<file path="config.mk">
export PLATFORM = sky130hd
export DESIGN_NAME = report_framer_flat
export DESIGN_NICKNAME = d
export VERILOG_FILES = /design/src/rtl/report_framer_if.sv /design/src/rtl/report_framer.sv /design/src/flat_wrapper.sv
export SDC_FILE = /design/constraint.sdc
export NUM_CORES = 1
export LEC_CHECK = 0
export ABC_AREA = 1
export ABC_CLOCK_PERIOD_IN_PS = 1680
export CAP_MARGIN = 20
export CELL_PAD_IN_SITES_DETAIL_PLACEMENT = 2
export CELL_PAD_IN_SITES_GLOBAL_PLACEMENT = 2
export CORE_MARGIN = 2
export CORE_UTILIZATION = 29
export CTS_CLUSTER_DIAMETER = 100
export DETAILED_ROUTE_END_ITERATION = 6
export GPL_TIMING_DRIVEN = 0
export PLACE_DENSITY = 0.8
export SETUP_SLACK_MARGIN = 0.3
export SYNTH_ARGS = -nofsm -noshare
export SYNTH_HDL_FRONTEND = slang
export SYNTH_SLANG_ARGS = --single-unit
</file>
<file path="constraint.sdc">
create_clock -name clk -period 1.68 [get_ports clk]
set_input_delay 0.252 -clock clk [delete_from_list [all_inputs] [get_ports clk]]
set_output_delay 0.252 -clock clk [all_outputs]
set_load 0.01 [all_outputs]
</file>
<file path="src/rtl/report_framer_if.sv">
// UART transmit handshake between the report framer and the dispatcher's TX.
// The framer drives a one-cycle transmit strobe with a byte; the UART answers
// with busy for the duration of the byte on the line.
interface report_framer_if #(
  parameter int DATA_BW = 8
);
  logic               transmit;
  logic [DATA_BW-1:0] data;
  logic               busy;

  modport master (
    output transmit,
    output data,
    input  busy
  );

  modport slave (
    input  transmit,
    input  data,
    output busy
  );
endinterface

</file>
<file path="src/rtl/report_framer.sv">
// Patient-status report framer.
// On a start request every input is snapshotted, the binary level is turned
// into three BCD digits by a sequential double-dabble (one shift per cycle),
// and a fixed 17-byte ASCII line "HH:MM L=CCC S=G\r\n" is handed to the UART
// one byte at a time using the transmit/busy handshake.
module report_framer #(
  parameter int MAXB    = 9,
  parameter int DATAORE = 4,
  parameter int STAGE   = 3,
  parameter int DATA_BW = 8
) (
  input  logic               clk,
  input  logic               rst,
  input  logic               start,
  input  logic [MAXB-1:0]    livello,
  input  logic [DATAORE-1:0] o_dore,
  input  logic [DATAORE-1:0] o_ore,
  input  logic [DATAORE-1:0] o_dmin,
  input  logic [DATAORE-1:0] o_min,
  input  logic [STAGE-1:0]   stage,
  report_framer_if.master    uart,
  output logic               frame_busy,
  output logic               done
);

  localparam int CNT_W = $clog2(MAXB + 1);
  localparam logic [4:0] LAST_IDX = 5'd16;

  typedef enum logic [2:0] {
    IDLE    = 3'd0,
    CONV    = 3'd1,
    SEND    = 3'd2,
    WAIT_HI = 3'd3,
    WAIT_LO = 3'd4,
    DONE    = 3'd5
  } state_t;

  state_t state;
  state_t state_next;

  // Control
  logic             armed;
  logic [CNT_W-1:0] conv_cnt;
  logic [4:0]       idx;
  logic             accept;
  logic             conv_last;
  logic             advance;

  // Snapshot and conversion registers
  logic [DATAORE-1:0] snap_dore;
  logic [DATAORE-1:0] snap_ore;
  logic [DATAORE-1:0] snap_dmin;
  logic [DATAORE-1:0] snap_min;
  logic [STAGE-1:0]   snap_stage;
  logic [MAXB-1:0]    bin;
  logic [11:0]        bcd;
  logic [11:0]        bcd_adj;
  logic [DATA_BW-1:0] data_q;

  // A time digit outside 0..9 is not a valid BCD digit and is shown as '?'.
  function automatic logic [7:0] digit_char(input logic [DATAORE-1:0] d);
    logic [7:0] c;
    if (d > DATAORE'(9)) c = 8'h3F;
    else                 c = 8'h30 + 8'(d);
    return c;
  endfunction

  // Double-dabble correction: any BCD nibble >= 5 gets +3 before the shift.
  function automatic logic [11:0] bcd_adjust(input logic [11:0] b);
    logic [11:0] r;
    r = b;
    for (int i = 0; i < 3; i++) begin
      if (b[4*i +: 4] >= 4'd5) r[4*i +: 4] = b[4*i +: 4] + 4'd3;
    end
    return r;
  endfunction

  // Byte of the fixed-format line at position i, built from the snapshot.
  function automatic logic [7:0] frame_byte(input logic [4:0] i);
    logic [7:0] b;
    case (i)
      5'd0:    b = digit_char(snap_dore);
      5'd1:    b = digit_char(snap_ore);
      5'd2:    b = 8'h3A;
      5'd3:    b = digit_char(snap_dmin);
      5'd4:    b = digit_char(snap_min);
      5'd5:    b = 8'h20;
      5'd6:    b = 8'h4C;
      5'd7:    b = 8'h3D;
      5'd8:    b = {4'h3, bcd[11:8]};
      5'd9:    b = {4'h3, bcd[7:4]};
      5'd10:   b = {4'h3, bcd[3:0]};
      5'd11:   b = 8'h20;
      5'd12:   b = 8'h53;
      5'd13:   b = 8'h3D;
      5'd14:   b = 8'h30 + 8'(snap_stage);
      5'd15:   b = 8'h0D;
      5'd16:   b = 8'h0A;
      default: b = 8'h00;
    endcase
    return b;
  endfunction

  // A start on the very first edge after reset release is not accepted,
  // so armed keeps the framer deaf for that single cycle.
  assign accept    = (state == IDLE) && start && armed;
  assign conv_last = (conv_cnt == CNT_W'(MAXB - 1));
  assign advance   = (state == WAIT_LO) && !uart.busy && (idx != LAST_IDX);
  assign bcd_adj   = bcd_adjust(bcd);

  // State register.
  always_ff @(posedge clk or negedge rst) begin
    if (!rst) state <= IDLE;
    else      state <= state_next;
  end

  // Next-state logic: conversion, then a send/wait-high/wait-low loop per byte.
  always_comb begin
    state_next = state;
    case (state)
      IDLE:    if (accept)      state_next = CONV;
      CONV:    if (conv_last)   state_next = SEND;
      SEND:    if (!uart.busy)  state_next = WAIT_HI;
      WAIT_HI: if (uart.busy)   state_next = WAIT_LO;
      WAIT_LO: begin
        if (!uart.busy) state_next = (idx == LAST_IDX) ? DONE : SEND;
      end
      DONE:    state_next = IDLE;
      default: state_next = IDLE;
    endcase
  end

  // Outputs decoded from state; the strobe is withheld while the UART is busy.
  always_comb begin
    uart.transmit = (state == SEND) && !uart.busy;
    frame_busy    = (state == CONV) || (state == SEND) ||
                    (state == WAIT_HI) || (state == WAIT_LO);
    done          = (state == DONE);
  end

  // Arm start acceptance one cycle after reset release.
  always_ff @(posedge clk or negedge rst) begin
    if (!rst) armed <= 1'b0;
    else      armed <= 1'b1;
  end

  // Snapshot on accepted start, then one double-dabble shift per CONV cycle.
  always_ff @(posedge clk or negedge rst) begin
    if (!rst) begin
      snap_dore  <= '0;
      snap_ore   <= '0;
      snap_dmin  <= '0;
      snap_min   <= '0;
      snap_stage <= '0;
      bin        <= '0;
      bcd        <= '0;
      conv_cnt   <= '0;
    end else if (accept) begin
      snap_dore  <= o_dore;
      snap_ore   <= o_ore;
      snap_dmin  <= o_dmin;
      snap_min   <= o_min;
      snap_stage <= stage;
      bin        <= livello;
      bcd        <= '0;
      conv_cnt   <= '0;
    end else if (state == CONV) begin
      {bcd, bin} <= {bcd_adj[10:0], bin, 1'b0};
      conv_cnt   <= conv_cnt + 1'b1;
    end
  end

  // Byte index and output byte; the byte is loaded on entry to SEND so it is
  // already stable in the strobe cycle and held until the next strobe.
  always_ff @(posedge clk or negedge rst) begin
    if (!rst) begin
      idx    <= '0;
      data_q <= '0;
    end else if (accept) begin
      idx <= '0;
    end else if ((state == CONV) && conv_last) begin
      data_q <= DATA_BW'(frame_byte(5'd0));
    end else if (advance) begin
      idx    <= idx + 5'd1;
      data_q <= DATA_BW'(frame_byte(idx + 5'd1));
    end
  end

  assign uart.data = data_q;

endmodule

</file>
<file path="src/flat_wrapper.sv">
// flat-port wrapper written by rule: the top's interface ports become plain ports
module report_framer_flat 
#(
  parameter int MAXB    = 9,
  parameter int DATAORE = 4,
  parameter int STAGE   = 3,
  parameter int DATA_BW = 8
)
  (clk, rst, start, livello, o_dore, o_ore, o_dmin, o_min, stage, frame_busy, done, uart_transmit, uart_data, uart_busy);
  report_framer_if #(.DATA_BW(DATA_BW)) uart_i ();
  input  logic clk;
  input  logic rst;
  input  logic start;
  input  logic [MAXB-1:0] livello;
  input  logic [DATAORE-1:0] o_dore;
  input  logic [DATAORE-1:0] o_ore;
  input  logic [DATAORE-1:0] o_dmin;
  input  logic [DATAORE-1:0] o_min;
  input  logic [STAGE-1:0] stage;
  output logic frame_busy;
  output logic done;
  output wire logic [$bits(uart_i.transmit)-1:0] uart_transmit;
  output wire logic [$bits(uart_i.data)-1:0] uart_data;
  input wire logic [$bits(uart_i.busy)-1:0] uart_busy;
  assign uart_transmit = uart_i.transmit;
  assign uart_data = uart_i.data;
  assign uart_i.busy = uart_busy;
  report_framer #(.MAXB(MAXB), .DATAORE(DATAORE), .STAGE(STAGE), .DATA_BW(DATA_BW)) u_core (.clk(clk), .rst(rst), .start(start), .livello(livello), .o_dore(o_dore), .o_ore(o_ore), .o_dmin(o_dmin), .o_min(o_min), .stage(stage), .uart(uart_i), .frame_busy(frame_busy), .done(done));
endmodule
</file>
# Yosys cells after proc, flatten, opt, wreduce, memory -nomap -nowiden
# Cells that the tools add are included.
[word_totals]
out_inout_bits = 11
register_bits = 61
input_bits = 32
elab_cells = 106
[op_classes]
add_sub_neg = 10
magnitude_cmp = 7
n_eq_ne = 30
reduce_logical = 20
bitwise_logic = 1
muxes = 26
[op_table]
columns = ["operator", "n"]
rows = [
  ["8-bit case mux with 15 select lines", 1],
  ["8-bit 2-to-1 mux", 6],
  ["5-bit by 4-bit equality test with 1-bit output, second input constant", 8],
  ["6-bit by 4-bit adder with 7-bit output, first input constant", 4],
  ["12-bit 2-to-1 mux", 2],
  ["3-bit 2-to-1 mux", 7],
  ["5-bit by 3-bit equality test with 1-bit output, second input constant", 4],
  ["9-bit 2-to-1 mux", 2],
  ["4-bit greater-than comparator, second input constant", 4],
  ["4-bit 2-to-1 mux", 4],
  ["5-bit 2-to-1 mux", 3],
  ["3-bit case mux with 5 select lines", 1],
  ["4-bit by 3-bit greater-or-equal comparator with 1-bit output, second input constant", 3],
  ["5-bit by 2-bit equality test with 1-bit output, second input constant", 2],
  ["5-bit equality test, second input constant", 2],
  ["4-bit by 2-bit adder with 4-bit output, second input constant", 2],
  ["6-bit by 3-bit adder with 7-bit output, first input constant", 1],
  ["3-bit by 2-bit equality test with 1-bit output, second input constant", 2],
  ["3-bit equality test, second input constant", 2],
  ["1-bit logical AND", 6],
  ["2-bit by 1-bit inequality test with 1-bit output, second input constant", 3],
  ["2-bit inequality test, second input constant", 3],
  ["2-bit nonzero test", 3],
  ["5-bit by 1-bit adder with 5-bit output, second input constant", 1],
  ["14 further kinds", 18],
]

# Depth between registers and ports, before layout
# Gate-level depths: netlist (run 1).
[logic_depth]
word_depth = 6
ltp_mapped = 13
ltp_nobuf = 13

# Worst setup path after synthesis (run 1)
# No wires, ideal clock.
[synth_path]
kind = "flip-flop to flip-flop"
from = "register u_core.idx[0]"
to = "register u_core.data_q[4] (netlist: u_core.uart.data[4])"
setup_slack_ns = -0.066
arrival_ns = 1.633
n_path_buf = 0
required_ns = 1.567
stages_incl_launch_ff = 11
synth_period_minus_slack_ns = 1.746
path_cell_list = "dfrtp_1 inv_1 ha_1 nand4_1 nand3_1 nor2_2 nor2_4 inv_2 or2_2 nand2_1 inv_1"
[synth_via]
elab_chain_cells = 6
word_cells_on_any_way = 27
cone_classes = "add/sub: 1; eq/ne: 17; mux: 3; reduce/logical: 6"
[synth_lines]
columns = ["element", "line_no", "source"]
rows = [
  ["start: declaration", "report_framer.sv:44", "logic [4:0] idx;"],
  ["start signal: assignment", "report_framer.sv:184", "idx <= idx + 5'd1;"],
  ["5-bit by 1-bit adder with 5-bit output", "report_framer.sv:185", "data_q <= DATA_BW'(frame_byte(idx + 5'd1));"],
  ["5-bit by 3-bit equality test with 1-bit output or 5-bit by 4-bit equality test with 1-bit output (tied branches)", "report_framer.sv:81", "case (i)"],
  ["2-bit OR reduction (no source line)", "n/a", ""],
  ["8-bit case mux with 15 select lines", "report_framer.sv:81", ""],
  ["8-bit 2-to-1 mux", "report_framer.sv:183", "end else if (advance) begin"],
  ["8-bit 2-to-1 mux", "report_framer.sv:181", "end else if ((state == CONV) && conv_last) begin"],
  ["end signal: assignment", "report_framer.sv:182", "data_q <= DATA_BW'(frame_byte(5'd0));"],
  ["end signal: assignment", "report_framer.sv:185", ""],
  ["end: declaration", "report_framer.sv:58", "logic [DATA_BW-1:0] data_q;"],
]
# Parallel ways exist; a longest one is shown, timed or not. The select of a mux whose other input is x is not followed.
# A chain may end at the register's enable or synchronous reset.

# Worst setup path in the final report (run 1)
# Ends and elaborated chain as after synthesis.

==> impl_metrics.csv, run 1 <==
group,metric,value,unit
grt,track_usage,21.30,%
floorplanning,rows,40,
sta,fin_crit_sh,114.2,%
clock_tree,cts_buffers,9,
critical_path,endpoint_kind,"register",
clock_tree,cts_root_buffer,"clkbuf_16",
clock_tree,cts_max_level,3,
yosys,syn_avg_cell_area,7.549,um2
yosys,postSynthNetCount,521,
floorplanning,initial_core_util,29.79,%
critical_path,path_max_fanout,4,
sta,final_hold_viol_count,0,
power,p_per_area,1890,mW/mm2
route,ant_nets,0,
grt,grt_pass1_vias,4149,
sta,tightest_slew,0.8624,ns
place,placed_cells,685,
floorplanning,die_x,115.3,um
yosys,yosys.area.top_type,"dfrtp_1",
flow_run,maxCapViolCount,0,
run_status,violations,"setup timing",
yosys,yosys.cell_types.count,35,
sta,setup_viol_count_final,13,
critical_path,crit_required,1.92,ns
finish,post_layout_nonfiller_instances,760,
clock_tree,clock_path_buffers,2,
place,dp_hpwl,8.184,mm
yosys,syn_inst,476,
clock_tree,cts.sinks,60,
yosys,yosys_warnings,0,
clock_tree,clkSlewWorstSetupHoldPaths,0.06,ns
finish,syn_to_final_growth,63.13,%
yosys,netlist_area,0.003593,mm2
place,dpl_cell_area,0.004294,mm2
floorplanning,ios,43,
power,p_leak,2.727,nW
run_status,run_status,"finished with violations",
yosys,ys_seq_elements,60,
finish,antenna_cells,0,
route,vias_per_cell,4.893,
yosys,synth_top_area_share,41.78,%
route,wl_per_cell,19.87,um
place,io_buffers,41,
sta,max_freq,521.1,MHz
grt,grt_pass1_wl,21.61,mm
yosys,synthTopCellsByArea,"dfrtp_1, nand2_1, nor2_1",
sta,rsz0062_at_grt,"true",
finish,fin_nets,632,
sta,fin_ws,-0.2390,ns
route,num_vias,3719,
grt,antenna_found_initial,0,
place,gp_congestion,0.7917,
finish,design_area,0.005862,mm2
sta,finalMaxSlewViolations,0,
finish,layout-drive-gt1-share,41.89,%
sta,fin_skew,0.009671,ns
critical_path,r2r_start,"u_core.idx[0]",
critical_path,worst_setup_path_start_kind,"register",
clock_tree,cts_tree,"yes",
grt,grt_max_degree,61,
sta,layout_min_cycle_time,1.919,ns
route,drc,0,
critical_path,path_class,"register to register",
sta,fin_tns_setup,-1.562,ns
yosys,synth_enable_flop_cells,0,
critical_path,critical_path_arrival,2.16,ns
route,dr.pass1.iters,6,
floorplanning,fp.dieH,115.3,um
route,routed_wl,15.10,mm
sta,slew_headroom,42.51,%
clock_tree,holdBufCountCts,0,
yosys,synth-async-reset-ratio,100.0,%
yosys,synth_ff_type,"dfrtp_1",
clock_tree,clk_latency,0.35,ns
worst_hold_path,hold_path_class,"input pin to asynchronous set/reset pin",
floorplanning,core,0.01206,mm2
power,peakVddDrop,0.0007517,V
floorplanning,dieArea,0.01330,mm2
grt,grt_overflow,0,
yosys,seq_area_frac_synth,41.78,%
critical_path,setup.worst_path.start,"u_core.idx[0]",
route,drtIter0Drc,122,
-- final timing paths --
path	endpoint	cells past startpoint	slack [ns]
max in group asynchronous	u_core.state[0]	1	1.04
worst min register to register	u_core.conv_cnt[3]	1	0.50
worst max register to register	u_core.uart.data[4]	11	-0.24
worst max-delay path	u_core.uart.data[4]	11	-0.24
min in group clk	u_core.snap_ore[3]	3	0.46
worst min-delay path	u_core.uart.data[4]	1	0.02
-- cell usage in the layout, fill, tap and decap left out, drive strengths merged, types with 2 or more instances in the layout --
master	netlist	routed
dfrtp	60	60
nand2	148	148
buf	7	69
nand4	7	7
o22ai	6	6
clkdlybuf4s50	0	30
a21oi	18	18
nand3	33	33
o32ai	2	2
o21ai	36	36
nor3	4	4
clkbuf	2	18
conb	2	2
xor2	3	3
dlygate4sd2	0	7
clkinv	0	2
a22oi	7	7
ha	13	13
nor2	64	64
or2	3	3
inv	55	54
-- final cells by class --
cell class	count	area, um2
buffer	9	125.1
clock buffer	15	277.8
clock inverter	1	5.005
fill	1284	6200
inverter	55	244.0
multi-input combinational	352	2477
sequential	60	1508
tap	168	210.2
timing repair buffer	100	1015
-- Yosys cell counts (3+ instances only) --
cell type,count
nor2_2,8
nor3_1,4
nand2_2,8
nand3_1,31
a22oi_1,7
a21oi_1,16
inv_2,7
o21ai_0,36
nand4_1,5
o22ai_1,6
inv_1,48
or2_2,3
ha_1,13
xor2_1,3
dfrtp_1,60
nor2_4,6
buf_2,4
nand2_4,4
nor2_1,49
nand2_1,136
-- logic make-up after synthesis --
group           Yosys count  share of synthesized area [%]
fa+ha+maj                13                          4.527
simple gates            261                          33.88
buf+inv                  64                          7.347
flops                    60                          41.78
other cells               2                         0.2090
compound gates           73                          11.53
xor+xnor                  3                         0.7313
-- power by group --
part / leakage (nW) / switching, W / internal (W)
Sequential: 0.755 / 0.000605 / 0.00208
Clock: 0.140 / 0.000694 / 0.00112
Combinational: 1.83 / 0.00370 / 0.00288
-- state kept, by name, indices dropped and copies added, names as in the netlist --
| register | count |
|---|---|
| u_core.armed | 1 |
| u_core.bcd | 12 |
| u_core.bin | 9 |
| u_core.conv_cnt | 4 |
| u_core.idx | 5 |
| u_core.snap_dmin | 4 |
| u_core.snap_dore | 4 |
| u_core.snap_min | 4 |
| u_core.snap_ore | 4 |
| u_core.snap_stage | 3 |
| u_core.state | 3 |
| u_core.uart.data | 7 |
-- what timing repair did --
action | 4_1_cts | 5_1_grt
setup endpoints to repair | 69 | 62
gates cloned | 4 | 0
setup buffers | 36 | 19
gates resized for setup | 149 | 104
endpoints found under the hold margin | 0 | 0
pin swaps | 41 | 37
-- routing by layer --
layer | wire length, um | track usage, % | vias to the layer above
li1 | - | - | 1756
met1 | 5975 | 24.69 | 1877
met2 | 8331 | 38.71 | 58
met3 | 302 | 3.321 | 28
met4 | 495 | 9.157 | 0
met5 | 0 | 0 | -
-- critical path, cell delays in order, from the launching register on --
cell	delay, ns
dfrtp_2	0.44
buf_6	0.15
inv_8	0.07
ha_4	0.14
nand4_1	0.15
nand3_2	0.16
nor2_4	0.08
nor2_4	0.17
inv_4	0.05
or2_2	0.28
nand2_1	0.09
inv_1	0.04
-- per-stage QoR --
stage | setup slack [ns] | hold WS (ns) | util, % | power, W
6_report | -0.2390 | 0.01812 | 48.60 | 0.01108
4_1_cts | -0.1548 | 0.04463 | 44.64 | 0.009916
2_1_floorplan | 0.03412 | -0.04359 | - | 0.005152
3_3_place_gp | -2.013 | 0.4535 | 35.62 | 0.006232
3_5_place_dp | -0.3395 | 0.4075 | 35.60 | 0.006476
5_1_grt | -0.3608 | 0.07841 | 48.60 | 0.01184
No activity file was read; power rests on OpenSTA's default activity.
==> inputs of run 2 (changes only) <==
==> constraint.sdc (replaced) <==
create_clock -name clk -period 1.68 [get_ports clk]
set_input_delay 0.504 -clock clk [delete_from_list [all_inputs] [get_ports clk]]
set_output_delay 0.504 -clock clk [all_outputs]
set_load 0.01 [all_outputs]
==> run 2 against run 1 <==
  * The flow still finishes with violations (setup timing)
  * Cell area is 4.0% higher
  * Global-route usage is 0.37 points higher
  * Clock power hardly changed
  * Clock skew hardly changed
  * Critical path type unchanged
  * Largest cell class unchanged
  * Highest routed layer unchanged
==> impl_metrics.csv, run 2 (synthesis results as in run 1) <==
group,metric,value,unit
run_status,run_status,"finished with violations",
run_status,violations,"setup timing",
sta,max_freq,524.4,MHz
route,wl_per_cell,20.23,um
sta,finalMaxSlewViolations,0,
route,vias_per_cell,4.914,
critical_path,critPathBufInv,1,
finish,mostFrequentLayoutCells,"nand2_1, dfrtp_1, nor2_1, inv_1, nand2_4",
critical_path,path_max_fanout,6,
critical_path,slowest_delay,0.47,ns
finish,regMostFlops,"u_core.bcd",
place,io_buffers,41,
route,drtIter0Drc,136,
sta,final_hold_viol_count,0,
sta,layout_min_cycle_time,1.907,ns
finish,post-route-util,50.55,%
clock_tree,holdBufCountCts,0,
clock_tree,cts_max_level,3,
route,dr.pass1.iters,4,
clock_tree,cts_buffers,9,
grt,antenna_found_initial,0,
sta,tightest_slew,0.8472,ns
finish,syn_to_final_growth,69.67,%
finish,final_common_cell,"nand2_1",
finish,fin_nets,640,
floorplanning,core,0.01206,mm2
finish,layout-drive-gt1-share,46.33,%
critical_path,crit_required,1.95,ns
critical_path,critical_path_arrival,2.17,ns
clock_tree,clock_path_buffers,2,
power,power.total,0.01148,W
sta,slew_headroom,43.52,%
route,routed_wl,15.54,mm
place,gp_congestion,0.7917,
grt,track_usage,21.67,%
floorplanning,initial_core_util,29.79,%
sta,fin_skew,0.01008,ns
grt,grt_pass1_wl,21.96,mm
power,p_per_area,1882,mW/mm2
route,drc,0,
sta,hold_slack,0.2718,ns
critical_path,path_class,"register to register",
clock_tree,clkSlewWorstSetupHoldPaths,0.05,ns
finish,fillCellCount,1264,
sta,fin_crit_sh,113.5,%
grt,grt_overflow,0,
critical_path,endpoint_kind,"register",
sta,fin_ws,-0.2268,ns
clock_tree,cts_root_buffer,"clkbuf_16",
floorplanning,ios,43,
critical_path,critPathTopFamily,"simple AND/OR/NAND/NOR gates",
floorplanning,rows,40,
place,dp_hpwl,8.184,mm
route,num_vias,3774,
finish,largest_reg_flops,12,
clock_tree,cts_tree,"yes",
grt,grt_max_degree,61,
critical_path,critPathMostFrequentCell,"nand2_1",
finish,post_layout_nonfiller_instances,768,
clock_tree,cts.sinks,60,
floorplanning,die_x,115.3,um
floorplanning,dieArea,0.01330,mm2
place,placed_cells,685,
flow_run,maxCapViolCount,0,
sta,rsz0062_at_grt,"true",
power,p_leak,2.913,nW
clock_tree,clk_latency,0.35,ns
critical_path,slowest_stage,"dfrtp_1",
power,peakVddDrop,0.0009574,V
critical_path,worst_setup_path_start_kind,"register",
critical_path,path_cells,"inv_1, nand4_2, nand2_2, nand2_2, nor2_4, nand2_1, nand2_1, nor2_1, nand3_1, nand2_1, a21oi_1",
sta,setup_viol_count_final,15,
grt,grt_pass1_vias,4148,
finish,antenna_cells,0,
place,post-place-ws,-0.5081,ns
floorplanning,fp.dieH,115.3,um
route,ant_nets,0,
worst_hold_path,hold_path_class,"input pin to asynchronous set/reset pin",
[run 2: power by group]
| part | internal [W] | switching, W | total, W |
|---|---|---|---|
| clock | 0.00112 | 0.000680 | 0.00180 |
| sequential | 0.00208 | 0.000614 | 0.00270 |
| combinational | 0.00310 | 0.00388 | 0.00698 |
[run 2: timing repair]
action,4_1_cts,5_1_grt
pin swaps,39,48
gates cloned,4,1
setup endpoints to repair,69,66
buffers inserted,34,28
resized for setup,185,133
[run 2: path summary, 6_finish.rpt]
check / from / end / slack [ns] / cells past startpoint
min in group clk: u_core.conv_cnt[3] / u_core.conv_cnt[3] / 0.49 / 1
hold reg to reg: u_core.conv_cnt[3] / u_core.conv_cnt[3] / 0.49 / 1
max in group asynchronous: rst / u_core.state[2] / 0.81 / 1
setup / recovery: u_core.idx[3] / u_core.uart.data[0] / -0.23 / 11
setup reg to reg: u_core.idx[3] / u_core.uart.data[0] / -0.23 / 11
hold / removal: rst / u_core.uart.data[6] / 0.27 / 1
[run 2: layer usage]
layer / global-route usage [%] / up-vias / share of wire [%] / wire length (um)
li1: - / 1774 / - / -
met3: 3.426 / 35 / 2.6 / 401
met5: 0 / - / 0 / 0
met1: 25.70 / 1895 / 39 / 6109
met4: 9.157 / 0 / 2.9 / 457
met2: 38.71 / 70 / 55 / 8570
[run 2: worst register-to-register path, stage by stage, from the launching register on]
cell     delay [ns]
dfrtp_1        0.47
inv_1          0.20
nand4_2        0.18
nand2_2        0.19
nand2_2        0.10
nor2_4         0.19
nand2_1        0.09
nand2_1        0.07
nor2_1         0.07
nand3_1        0.07
nand2_1        0.07
a21oi_1        0.13
[run 2: area by class of cell]
type	count	area, um2	share of cell area, %
tap	168	210.2	3.448
inverter	55	261.5	4.289
sequential	60	1509	24.75
multi-input combinational	352	2614	42.87
buffer	9	143.9	2.360
clock buffer	15	277.8	4.556
clock inverter	1	5.005	0.08208
timing repair buffer	108	1076	17.65
[run 2: stage by stage]
| step | setup TNS (ns) | instance area [um2] |
|---|---|---|
| after detailed placement | -13.82 | 4294 |
| after floorplan | 0 | 3676 |
| final | -2.092 | 6097 |
| after global routing | -3.484 | 6097 |
| after CTS | -1.133 | 5360 |
| after global placement | -133.06 | 4297 |
==> inputs of run 3 (changes only) <==
SKIP_CTS_REPAIR_TIMING = 1   (was default)
==> run 3 against run 2 <==
  * The run still ends with setup timing left
  * Maximum frequency shrank 4.6%
  * Hold slack improved by 0.0022 ns
  * Worst setup slack got worse by 0.091 ns
  * Register-to-register slack worse by 0.09 ns
  * Sequential power down 1%
  * Cell area shrank 5.2%
  * Cell count down 1.2%
  * Utilization decreased by 2.6 points
  * Combinational power is 10% lower
  * Highest routed layer unchanged
==> impl_metrics.csv, run 3 (synthesis results as in run 1) <==
group,metric,value,unit
critical_path,crit_end,"u_core.uart.data[4]",
worst_hold_path,hold_path_class,"input pin to asynchronous set/reset pin",
clock_tree,clk_latency,0.34,ns
grt,grt_pass1_wl,18.45,mm
finish,largest_reg_flops,12,
finish,antenna_cells,0,
route,drtIter0Drc,104,
clock_tree,clock_path_buffers,2,
finish,regMostFlops,"u_core.bcd",
route,dr.pass1.iters,4,
route,wl_per_cell,18.27,um
sta,fin_crit_sh,118.9,%
sta,final_hold_viol_count,0,
route,num_vias,3689,
grt,grt_max_degree,61,
sta,tightest_slew,0.8370,ns
sta,layout_min_cycle_time,1.998,ns
place,io_buffers,41,
clock_tree,clkSlewWorstSetupHoldPaths,0.06,ns
floorplanning,core,0.01206,mm2
critical_path,endpoint_kind,"register",
floorplanning,ios,43,
run_status,run_status,"finished with violations",
sta,slew_headroom,44.20,%
critical_path,r2r_start,"u_core.idx[0]",
floorplanning,rows,40,
sta,hold_slack,0.2739,ns
floorplanning,dieArea,0.01330,mm2
finish,post-route-util,47.91,%
critical_path,path_max_fanout,5,
grt,grt_pass1_vias,3719,
power,peakVddDrop,0.0008364,V
route,vias_per_cell,4.860,
grt,track_usage,18.00,%
place,post-place-ws,-0.5081,ns
critical_path,crit_required,1.91,ns
critical_path,ff2ff_setup_slack,-0.32,ns
finish,syn_to_final_growth,60.83,%
clock_tree,cts_max_level,3,
critical_path,critical_path_arrival,2.23,ns
grt,grt_overflow,0,
clock_tree,cts_buffers,9,
power,p_leak,2.700,nW
finish,layout-drive-gt1-share,42.30,%
floorplanning,initial_core_util,29.79,%
place,dpl_cell_area,0.004294,mm2
finish,final_common_cell,"nand2_1",
critical_path,worst_setup_path_start_kind,"register",
critical_path,setup.worst_path.start,"u_core.idx[0]",
sta,setup_viol_count_final,15,
route,routed_wl,13.87,mm
route,drc,0,
sta,fin_skew,0.008635,ns
critical_path,worstRegToRegCells,10,
sta,finalMaxSlewViolations,0,
critical_path,r2r-end,"u_core.uart.data[4]",
power,p_per_area,1851,mW/mm2
place,gp_congestion,0.7917,
critical_path,path_class,"register to register",
route,ant_nets,0,
clock_tree,cts_tree,"yes",
place,dp_hpwl,8.184,mm
finish,mostFrequentLayoutCells,"nand2_1, dfrtp_1, nor2_1, inv_1, buf_4",
grt,antenna_found_initial,0,
finish,fin_nets,631,
run_status,violations,"setup timing",
clock_tree,cts_root_buffer,"clkbuf_16",
finish,design_area,0.005779,mm2
clock_tree,cts.sinks,60,
floorplanning,fp.dieH,115.3,um
flow_run,maxCapViolCount,0,
sta,fin_ws,-0.3177,ns
sta,max_freq,500.6,MHz
sta,rsz0062_at_grt,"true",
floorplanning,die_x,115.3,um
==> run 3: cell count changes in the layout (fill, tap and decap cells not counted), moves of 4 or more <==
cell / previous run / this run
inv_1: 40 / 36
buf_2: 9 / 3
inv_2: 7 / 12
nand2_2: 37 / 30
clkbuf_2: 0 / 6
nand2_4: 40 / 18
nand2_1: 68 / 97
==> run 3: final cells by class <==
cell class	count	area [um2]
plain buffers	9	121.4
clock buffers	15	277.8
clock inverters	1	5.005
fillers	1319	6282
inverters	55	259.0
multi-input cells	352	2440
flip-flops and latches	60	1508
well taps	168	210.2
repair buffers	98	947.2
repair inverters	1	11.26
==> run 3: layer usage <==
metal	share of wire [%]	vias to the layer above	global-route usage, %
met1	41	1863	22.16
met3	1.8	20	3.163
li1	-	1758	-
met5	0	-	0
met4	2.3	0	8.353
met2	55	48	30.60
==> run 3: worst max-delay path, cell delays in order (launching register included) <==
cell	delay (ns)
dfrtp_2	0.44
ha_4	0.18
nand4_1	0.25
nand3_4	0.21
buf_6	0.12
nor2_4	0.05
buf_4	0.14
nor3_4	0.21
nand4_1	0.11
nand2_1	0.10
inv_1	0.06
==> run 3: through the flow <==
stage	TNS [ns]	std cells	power, W
5_1_grt	-3.819	759	0.01146
2_1_floorplan	0	476	0.005152
3_3_place_gp	-133.06	685	0.006232
4_1_cts	-5.909	701	0.008341
6_report	-2.485	759	0.01070
3_5_place_dp	-13.82	685	0.006476
==> run 3: how the worst min path moves through the flow <==
stage	start	to	slack [ns]	depth (start not counted)
global route	rst	u_core.uart.data[4]	0.34	1
global placement	u_core.conv_cnt[3]	u_core.conv_cnt[3]	0.45	1
finish	rst	u_core.uart.data[4]	0.27	1
detailed placement	u_core.snap_stage[1]	u_core.snap_stage[1]	0.47	2
CTS	rst	u_core.uart.data[4]	0.30	1
floorplan	rst	u_core.armed	0.21	0
==> run 3: power by group <==
part	leakage, nW	switching [W]	internal [W]	total [W]
Sequential	0.755	0.000586	0.00208	0.00266
Combinational	1.80	0.00355	0.00271	0.00625
Clock	0.140	0.000664	0.00112	0.00178
Total	2.70	0.00479	0.00590	0.0107
